==> src/rtl/pileup_pkg.sv <==
// Shared constants for the multi-channel pile-up monitor: default sizing,
// stop-state encoding and the packed-bus slice width.
package pileup_pkg;

    localparam int N_CH_DEF  = 4;
    localparam int CNT_W_DEF = 6;

    // Width of one channel's slice inside the packed n_pileup / peak_pileup buses.
    localparam int SLICE_W = CNT_W_DEF;

    typedef enum logic {
        ST_RUN  = 1'b0,
        ST_STOP = 1'b1
    } stop_state_e;

endpackage

==> src/rtl/pileup_channel.sv <==
// One readout channel: saturating occupancy counter, sticky flags, peak tracker
// and RUN/STOP hysteresis state machine.
module pileup_channel
    import pileup_pkg::*;
#(
    parameter int CNT_W = SLICE_W
) (
    input  logic             clk,
    input  logic             rst_n,
    input  logic             live_rising,
    input  logic             inc,
    input  logic             dec,
    input  logic [CNT_W-1:0] max_nevent,
    input  logic [CNT_W-1:0] stop_hi,
    input  logic [CNT_W-1:0] stop_lo,
    output logic [CNT_W-1:0] count,
    output logic [CNT_W-1:0] peak,
    output logic             overflow,
    output logic             underflow,
    output logic             stop_st
);

    localparam logic [CNT_W-1:0] CNT_ZERO = {CNT_W{1'b0}};
    localparam logic [CNT_W-1:0] CNT_ONE  = {{(CNT_W-1){1'b0}}, 1'b1};
    localparam logic [CNT_W-1:0] CNT_MAX  = {CNT_W{1'b1}};

    logic [CNT_W-1:0] cnt_r;
    logic [CNT_W-1:0] peak_r;
    logic             ovf_r;
    logic             unf_r;
    stop_state_e      state_r;

    logic [CNT_W-1:0] nxt_s;
    logic             sat_s;
    logic             unf_hit_s;
    logic             ovf_set_s;
    stop_state_e      state_nxt_s;

    // Next occupancy; simultaneous inc and dec cancel even at the rails.
    always_comb begin
        nxt_s     = cnt_r;
        sat_s     = 1'b0;
        unf_hit_s = 1'b0;
        case ({inc, dec})
            2'b10: begin
                if (cnt_r == CNT_MAX) begin
                    sat_s = 1'b1;
                end else begin
                    nxt_s = cnt_r + CNT_ONE;
                end
            end
            2'b01: begin
                if (cnt_r == CNT_ZERO) begin
                    unf_hit_s = 1'b1;
                end else begin
                    nxt_s = cnt_r - CNT_ONE;
                end
            end
            default: begin
                nxt_s = cnt_r;
            end
        endcase
    end

    assign ovf_set_s = sat_s | (nxt_s > max_nevent);

    // Hysteresis next state; the stop_hi test wins when the thresholds overlap.
    always_comb begin
        state_nxt_s = state_r;
        if (nxt_s >= stop_hi) begin
            state_nxt_s = ST_STOP;
        end else if (nxt_s <= stop_lo) begin
            state_nxt_s = ST_RUN;
        end else begin
            state_nxt_s = state_r;
        end
    end

    // Stop state register.
    always_ff @(posedge clk or negedge rst_n) begin
        if (!rst_n) begin
            state_r <= ST_RUN;
        end else if (live_rising) begin
            state_r <= ST_RUN;
        end else begin
            state_r <= state_nxt_s;
        end
    end

    // Counter, peak and sticky flag registers; run-start clear beats strobes.
    always_ff @(posedge clk or negedge rst_n) begin
        if (!rst_n) begin
            cnt_r  <= CNT_ZERO;
            peak_r <= CNT_ZERO;
            ovf_r  <= 1'b0;
            unf_r  <= 1'b0;
        end else if (live_rising) begin
            cnt_r  <= CNT_ZERO;
            peak_r <= CNT_ZERO;
            ovf_r  <= 1'b0;
            unf_r  <= 1'b0;
        end else begin
            cnt_r  <= nxt_s;
            peak_r <= (nxt_s > peak_r) ? nxt_s : peak_r;
            ovf_r  <= ovf_r | ovf_set_s;
            unf_r  <= unf_r | unf_hit_s;
        end
    end

    assign count     = cnt_r;
    assign peak      = peak_r;
    assign overflow  = ovf_r;
    assign underflow = unf_r;
    assign stop_st   = (state_r == ST_STOP);

endmodule

==> src/rtl/pileup_monitor_mc.sv <==
// Multi-channel pile-up monitor: N_CH independent channel trackers whose stop
// states are ORed into the aggregate trigger back-pressure.
module pileup_monitor_mc
    import pileup_pkg::*;
#(
    parameter int N_CH  = N_CH_DEF,
    parameter int CNT_W = CNT_W_DEF
) (
    input  logic                  clk,
    input  logic                  rst_n,
    input  logic                  live_rising,
    input  logic [N_CH-1:0]       trig_accepted,
    input  logic [N_CH-1:0]       read_complete,
    input  logic [CNT_W-1:0]      max_nevent,
    input  logic [CNT_W-1:0]      stop_hi,
    input  logic [CNT_W-1:0]      stop_lo,
    output logic [N_CH*CNT_W-1:0] n_pileup,
    output logic [N_CH*CNT_W-1:0] peak_pileup,
    output logic [N_CH-1:0]       read_overflow,
    output logic [N_CH-1:0]       read_underflow,
    output logic [N_CH-1:0]       stop_ch,
    output logic                  stop
);

    genvar g;
    generate
        for (g = 0; g < N_CH; g++) begin : g_ch
            pileup_channel #(
                .CNT_W (CNT_W)
            ) u_ch (
                .clk         (clk),
                .rst_n       (rst_n),
                .live_rising (live_rising),
                .inc         (trig_accepted[g]),
                .dec         (read_complete[g]),
                .max_nevent  (max_nevent),
                .stop_hi     (stop_hi),
                .stop_lo     (stop_lo),
                .count       (n_pileup[g*CNT_W +: CNT_W]),
                .peak        (peak_pileup[g*CNT_W +: CNT_W]),
                .overflow    (read_overflow[g]),
                .underflow   (read_underflow[g]),
                .stop_st     (stop_ch[g])
            );
        end
    endgenerate

    // Aggregate back-pressure is a plain OR of the registered per-channel states.
    assign stop = |stop_ch;

endmodule

==> config.mk <==
export PLATFORM = sky130hd
export DESIGN_NAME = pileup_monitor_mc
export DESIGN_NICKNAME = d
export VERILOG_FILES = /design/src/rtl/pileup_pkg.sv /design/src/rtl/pileup_channel.sv /design/src/rtl/pileup_monitor_mc.sv
export SDC_FILE = /design/constraint.sdc
export NUM_CORES = 1
export LEC_CHECK = 0
export CORE_ASPECT_RATIO = 0.8
export CORE_UTILIZATION = 40
export DETAILED_ROUTE_END_ITERATION = 10
export GPL_ROUTABILITY_DRIVEN = 0
export PLACE_DENSITY_LB_ADDON = 0.1
export SYNTH_ARGS = -nofsm -noshare
export SYNTH_HDL_FRONTEND = slang
export SYNTH_SLANG_ARGS = --single-unit
==> constraint.sdc <==
create_clock -name clk -period 4.43 [get_ports clk]
set_clock_uncertainty 0.05 [all_clocks]
set_input_delay 0.6645 -clock clk [delete_from_list [all_inputs] [get_ports clk]]
set_output_delay 0.6645 -clock clk [all_outputs]
set_load 0.01 [all_outputs]
After elaboration in Yosys (flattened, before gate mapping). Cells that the tools add are included.

Input bits: 29. Register bits after elaboration: 60. Word-level logic and storage cells: 141.

Bitwise gates (word level): 12. $lt $le $gt $ge: 16. Eq/ne operators: 12. Mux-type cells: 60. $add $sub $neg: 8. Reductions and logical operators: 13.

Operator list (count): $mux W6 (20); $gt A6 B6 Y1 (8); $pmux W6 S2 (4); $mux W1 (36); $add A6 B1 Y6 const B (4); $eq A6 B6 Y1 const B (4); $ge A6 B6 Y1 (4); $le A6 B6 Y1 (4); $logic_not A6 Y1 (4); $sub A6 B1 Y6 const B (4); $or A1 B1 Y1 (12); $reduce_bool A3 Y1 (4); $eq A2 B1 Y1 const B (4); $eq A2 B2 Y1 const B (4); $reduce_bool A2 Y1 (4); $reduce_or A4 Y1 (1).

Logic depth before layout (Yosys ltp).
Depth after elaboration: 7. Depth in mapped cells: 15.

Modules after synthesis. A second synthesis with hierarchy kept.

Cells, all modules: 750. Area, all modules: 6384.9 um2.

By module, submodules not included: pileup_channel (g_ch[1].u_ch ...) (area each 1610.3 um2, times used 3, cells each 189); pileup_channel (g_ch[0].u_ch) (area each 1546.5 um2, times used 1, cells each 182); pileup_monitor_mc (area each 7.5 um2, times used 1, cells each 1).

Worst setup path before layout. Ideal clock, no wire load.

Path kind: input to register. Start point: in trig_accepted[0]. End point: reg g_ch[0].u_ch.peak_r[0]. Data arrival time: 3.233 ns. Slack: 1.069 ns. Required time: 4.302 ns. Stages: 11. Library setup time: 0.078 ns. Path buffers: 1. Path through: inv_1 ha_1 clkbuf_1 o21ba_2 o32ai_1 ha_1 and4_1 and3_1 a31o_2 or2_2 o2bb2ai_1.

Word-level cells in the longest chain between the ends: 4. Elaborated cells between the ends (all ways): 7. Classes of those cells: 1 x order compare; 2 x eq/ne; 3 x mux; 1 x reduce/logical.

Ends and longest elaborated chain: start: declaration (line pileup_monitor_mc.sv:12) `input logic [N_CH-1:0] trig_accepted,`; $eq A2 B1 Y1 / $eq A2 B2 Y1 (equally long branches) (line pileup_channel.sv:44) `case ({inc, dec})`; $pmux W6 S2 * (line pileup_channel.sv:44); $gt A6 B6 Y1 / $mux W6 (equally long branches) (line pileup_channel.sv:104) `peak_r <= (nxt_s > peak_r) ? nxt_s : peak_r;`; $reduce_bool A2 Y1 (no line) / $mux W6 (equally long branches); end signal: assignment (line pileup_channel.sv:104); end: declaration (line pileup_channel.sv:28) `logic [CNT_W-1:0] peak_r;`.

Mark *: on every way between the ends. The rest lies on a longest branch, timed or not. The select of a mux whose other input is x is not followed. A chain may end at the register's enable or synchronous reset.

Worst setup path after layout.
Start point: in trig_accepted[1]. End point: reg g_ch[1].u_ch.peak_r[4].

Word-level cells in the longest chain between the ends: 4. Elaborated cells between the ends (all ways): 7. Classes of those cells: 1 x order compare; 2 x eq/ne; 3 x mux; 1 x reduce/logical.

Ends and longest elaborated chain (line): $eq A2 B1 Y1 / $eq A2 B2 Y1 (equally long branches) (pileup_channel.sv:44); $pmux W6 S2 * (pileup_channel.sv:44); $gt A6 B6 Y1 / $mux W6 (equally long branches) (pileup_channel.sv:104); $reduce_bool A2 Y1 (no line) / $mux W6 (equally long branches); end signal: assignment (pileup_channel.sv:104); end: declaration (pileup_channel.sv:28).

Marked as above.

==> results <==
- Headroom to the max-slew limit came out at 0.408.
- STA classifies the critical path endpoint as a flip-flop.
- Once the clock tree was built, the setup fixing pass inserted 0 buffers.
- Clock tree synthesis found a total of 60 sinks.
- The worst setup path is of the primary input to flip-flop kind.
- The worst hold-check path type is primary input to asynchronous set/reset pin.
- In the synthesized netlist, the cells that appear most often are sky130_fd_sc_hd__ha_1, sky130_fd_sc_hd__inv_1, sky130_fd_sc_hd__dfrtp_1.
- The TritonCTS clock tree is built.
- The cell family contributing the most delay on the critical path is simple AND/OR/NAND/NOR gates.
- The die is 141 um wide.
- The wire-length estimate of the detail-placed layout is 12700 um.
- The root buffer selected by CTS is sky130_fd_sc_hd__clkbuf_16.
- The count of final setup violators is 0.
- For this design the top-level I/O count stands at 90.
- The worst path in the final design needs a cycle of about 3800 ps, including I/O delays and setup.
- The worst stage delay on the critical path is 480 ps.
- The number of warnings reported in the yosys synthesis log is 0.
- Dividing the final minimum period by the clock period gives 0.855.
- Of the cells placed in the final design, the portion with a size suffix greater than 1 is 0.0716.
- The wire length after detailed routing is 16800 um.
- The global-route wire length before repair is 27900 um.
- The clock reaches the later pin of the worst-skew pair after 330 ps.
- The synthesized area divided by synthesized cell count is between 8 and 9 um^2.
- In this run, placement finished with an instance count of 1004.
- The finished layout holds 1020 standard cells, fillers aside.
- Yosys mapped a number of flops with a built-in enable equal to 0.
- Gates resized during post-CTS repair numbered 0.
- The clock transition at the registers of the reported paths is 50 ps.
- The final layout contains 950 nets.
- The hold violation total from the final report is 0.
- The floorplan step defined a die boundary enclosing 0.0159 mm^2.
- The floorplan has 40 rows.
- The share of synthesized area in the top cell type comes to 0.243.
- The number of vias per cell after detailed routing is approximately 5.6.
- The power density relative to cell area is 279 mW/mm^2.
- The worst register-to-register path has a depth of 14.
- The share of synthesized registers carrying an async set or reset is 1.00.
- The number of hold-repair buffers added at the cts stage is 0.
- Of the total power, the share spent switching nets is 0.332.
- The sequential share of power is 0.303.
- The max-slew violation count is 0.
- Static timing analysis puts the maximum clock frequency at around 260 MHz.
- Among all cell types in the netlist, the one instantiated most often is sky130_fd_sc_hd__ha_1.
- The part of the total power dissipated in combinational logic is 0.356.
- Dividing the detail-routed wire length by the instance count gives 16.5 um.
- The primary flip-flop cell chosen by synthesis mapping is sky130_fd_sc_hd__dfrtp_1.
- The violation count after the first detailed-route iteration is 320.
- The total iterations of the first detailed-routing run is 7.
- The run finished with clean final reports.
- The largest fanout of any net on the critical path is 11.
- After synthesis the netlist holds a flip-flop and latch count of 60.
- The total number of vias is 5667.
- The internal cell power is 1.40 mW.
- The cell count after synthesis came out at 727.
- The static leakage is approximately 3.5 nW.
- The via count of the first global-routing pass was 5517.
- STA classifies the critical path startpoint as a primary input.
- The maximum number of pins on one net before global-route repair is 45.
- Counting buffers and inverters, the worst setup path is 14 cells deep.
- Max-cap violations in this run came to 0.
- The share of the Yosys chip area taken by registers is 0.243.
- The placeable core area is about 0.015 mm^2.
- The maximum ir drop on the vdd rail is 0.208 mV.
- Measured along the y axis, the die boundary spans 113 um.
- The data required time of the worst path is between 4000 and 5000 ps.
- The number of antenna violations at the first check in global routing was 0.
- The longest clock path from root to sink contains 2 buffers.
- The detail route stage leaves a number of antenna-violating nets equal to 0.
- The share of total power dissipated in the clock network is 0.341.
- The power spent charging and discharging nets is between 0.6 and 0.7 mW.
- The distinct cell type count of the synthesized netlist is 71.
- For this run, the total global-route usage over all layers was measured as 0.222.
- The number of diodes is 0.
- The number of nets in the synthesized netlist is 872.
- The slowest stage of the critical path belongs to the cell sky130_fd_sc_hd__clkdlybuf4s50_1.
- The remaining design rule violation count is 0.
- The clock buffer count from CTS is 9.
- The biggest area contributor in the post-synthesis netlist is sky130_fd_sc_hd__dfrtp_1.
- The effective utilization at floorplan is 0.409.
- The accumulated negative setup slack is 0 ps.
- The cell area that synthesis handed to floorplanning was 0.00617 mm^2.
- The aggregate global routing overflow is 0.
- The count of input and output buffers is 89.
- The synthesis-to-layout area growth is 22.1%.
- The H-tree generated during clock tree synthesis spans 3 levels.
- The critical path goes through clkdlybuf4s50_1, inv_1, ha_1, nand2b_1, o32ai_1, nand2_1, a21oi_1, inv_1, ha_1, and4_1, and3_1, a31o_2, or2_2, o2bb2ai_1.
- Ranked by total cell area, the synthesized netlist is headed by sky130_fd_sc_hd__dfrtp_1, sky130_fd_sc_hd__ha_1, sky130_fd_sc_hd__inv_1.
- The worst path arrival time is 3990 ps.
- At the pin with the least slew margin, the transition time is 888 ps.
- Counting both buffers and inverters, the worst setup path holds a total of 3.
- Setup repair after global routing left no endpoint under its margin.
- Counting the fill cells in the layout gives 1452.
-- layout make-up --
type,count,area [um^2],share of cell area
flip-flops and latches,60,1500,0.199
clock buffers,12,256,0.0341
clock inverters,4,47.5,0.00631
repair buffers,106,1010,0.134
well taps,210,263,0.0349
inverters,92,345,0.0459
multi-input cells,536,4110,0.546
-- logic make-up after synthesis --
kind of cell,synth area share
flops,0.243
fa+ha+maj,0.235
simple gates,0.186
buf+inv,0.0905
mux,0.0116
xor+xnor,0.00284
compound gates,0.230
-- power groups by stage --
stage	clock network, mW	logic (mW)	registers [mW]
CTS	0.730	0.751	0.636
finish	0.716	0.747	0.636
detailed placement	0	0.744	0.645
global placement	0	0.720	0.644
floorplan	0	0.487	0.635
global route	0.752	0.841	0.642
-- path summary, 6_finish.rpt --
path	start	end	slack (ps)
max reg2reg	g_ch[2].u_ch.count[0]	g_ch[2].u_ch.peak[2]	830
min	rst_n	g_ch[1].u_ch.count[1]	290
max in group asynchronous	rst_n	g_ch[0].u_ch.count[3]	3150
min reg2reg	g_ch[3].u_ch.underflow	g_ch[3].u_ch.underflow	440
max	trig_accepted[1]	g_ch[1].u_ch.peak[4]	640
min in group clk	g_ch[3].u_ch.underflow	g_ch[3].u_ch.underflow	440
-- sequential cells by signal, summed over array words and instances (netlist names) --
register,count
g_ch.u_ch.count,24
g_ch.u_ch.overflow,4
g_ch.u_ch.underflow,4
g_ch.u_ch.peak,24
g_ch.u_ch.stop_st,4
-- stage by stage --
step / cell area (um^2) / setup slack [ps] / hold WS, ps / utilization / total power, mW
3_3_place_gp: 7230 / 426 / 441 / 0.480 / 1.36
5_1_grt: 7530 / 363 / 349 / 0.500 / 2.24
6_report: 7530 / 644 / 294 / 0.500 / 2.10
4_1_cts: 7530 / 635 / 313 / 0.500 / 2.12
2_1_floorplan: 6170 / 1070 / 319 / - / 1.12
3_5_place_dp: 7230 / 289 / 436 / 0.480 / 1.39
-- worst register-to-register path, cell delays in order, from the launching register on --
cell,delay (ps)
sky130_fd_sc_hd__dfrtp_1,520
sky130_fd_sc_hd__inv_1,180
sky130_fd_sc_hd__ha_1,230
sky130_fd_sc_hd__or4b_4,490
sky130_fd_sc_hd__o21ai_4,200
sky130_fd_sc_hd__nor2_1,100
sky130_fd_sc_hd__a31oi_4,250
sky130_fd_sc_hd__inv_1,140
sky130_fd_sc_hd__ha_1,320
sky130_fd_sc_hd__and4_1,210
sky130_fd_sc_hd__o21ai_0,100
sky130_fd_sc_hd__a32oi_1,250
sky130_fd_sc_hd__buf_4,190
sky130_fd_sc_hd__mux2i_1,180
sky130_fd_sc_hd__nor2_1,50
-- placed cells by master (no fill, tap or decap), drive strengths merged, types with 3 or more instances in the layout --
master	instances
ha	116
inv	92
clkdlybuf4s50	87
dfrtp	60
nor2	46
a21oi	45
o21ai	39
nand3	37
nand2	30
nor2b	30
buf	19
a21o	14
nand2b	12
clkbuf	12
o2bb2ai	11
and3	10
a31oi	10
a211oi	9
nor3	9
a22o	8
and4	7
nand4	7
o211ai	6
mux2i	6
o22ai	6
o221ai	5
o32ai	5
a31o	4
or2	4
o31ai	4
o311a	4
o41ai	4
nor3b	3
o31a	3
nor4b	3
a211o	3
or4	3
o21a	3
-- metal layers --
metal	wire [um]	vias to the layer above	global-route usage
li1	-	2793	-
met1	8320	2709	0.308
met2	7480	148	0.349
met3	783	17	0.0461
met4	204	0	0.0580
met5	0	-	0
Power figures use the tool's default switching activity.
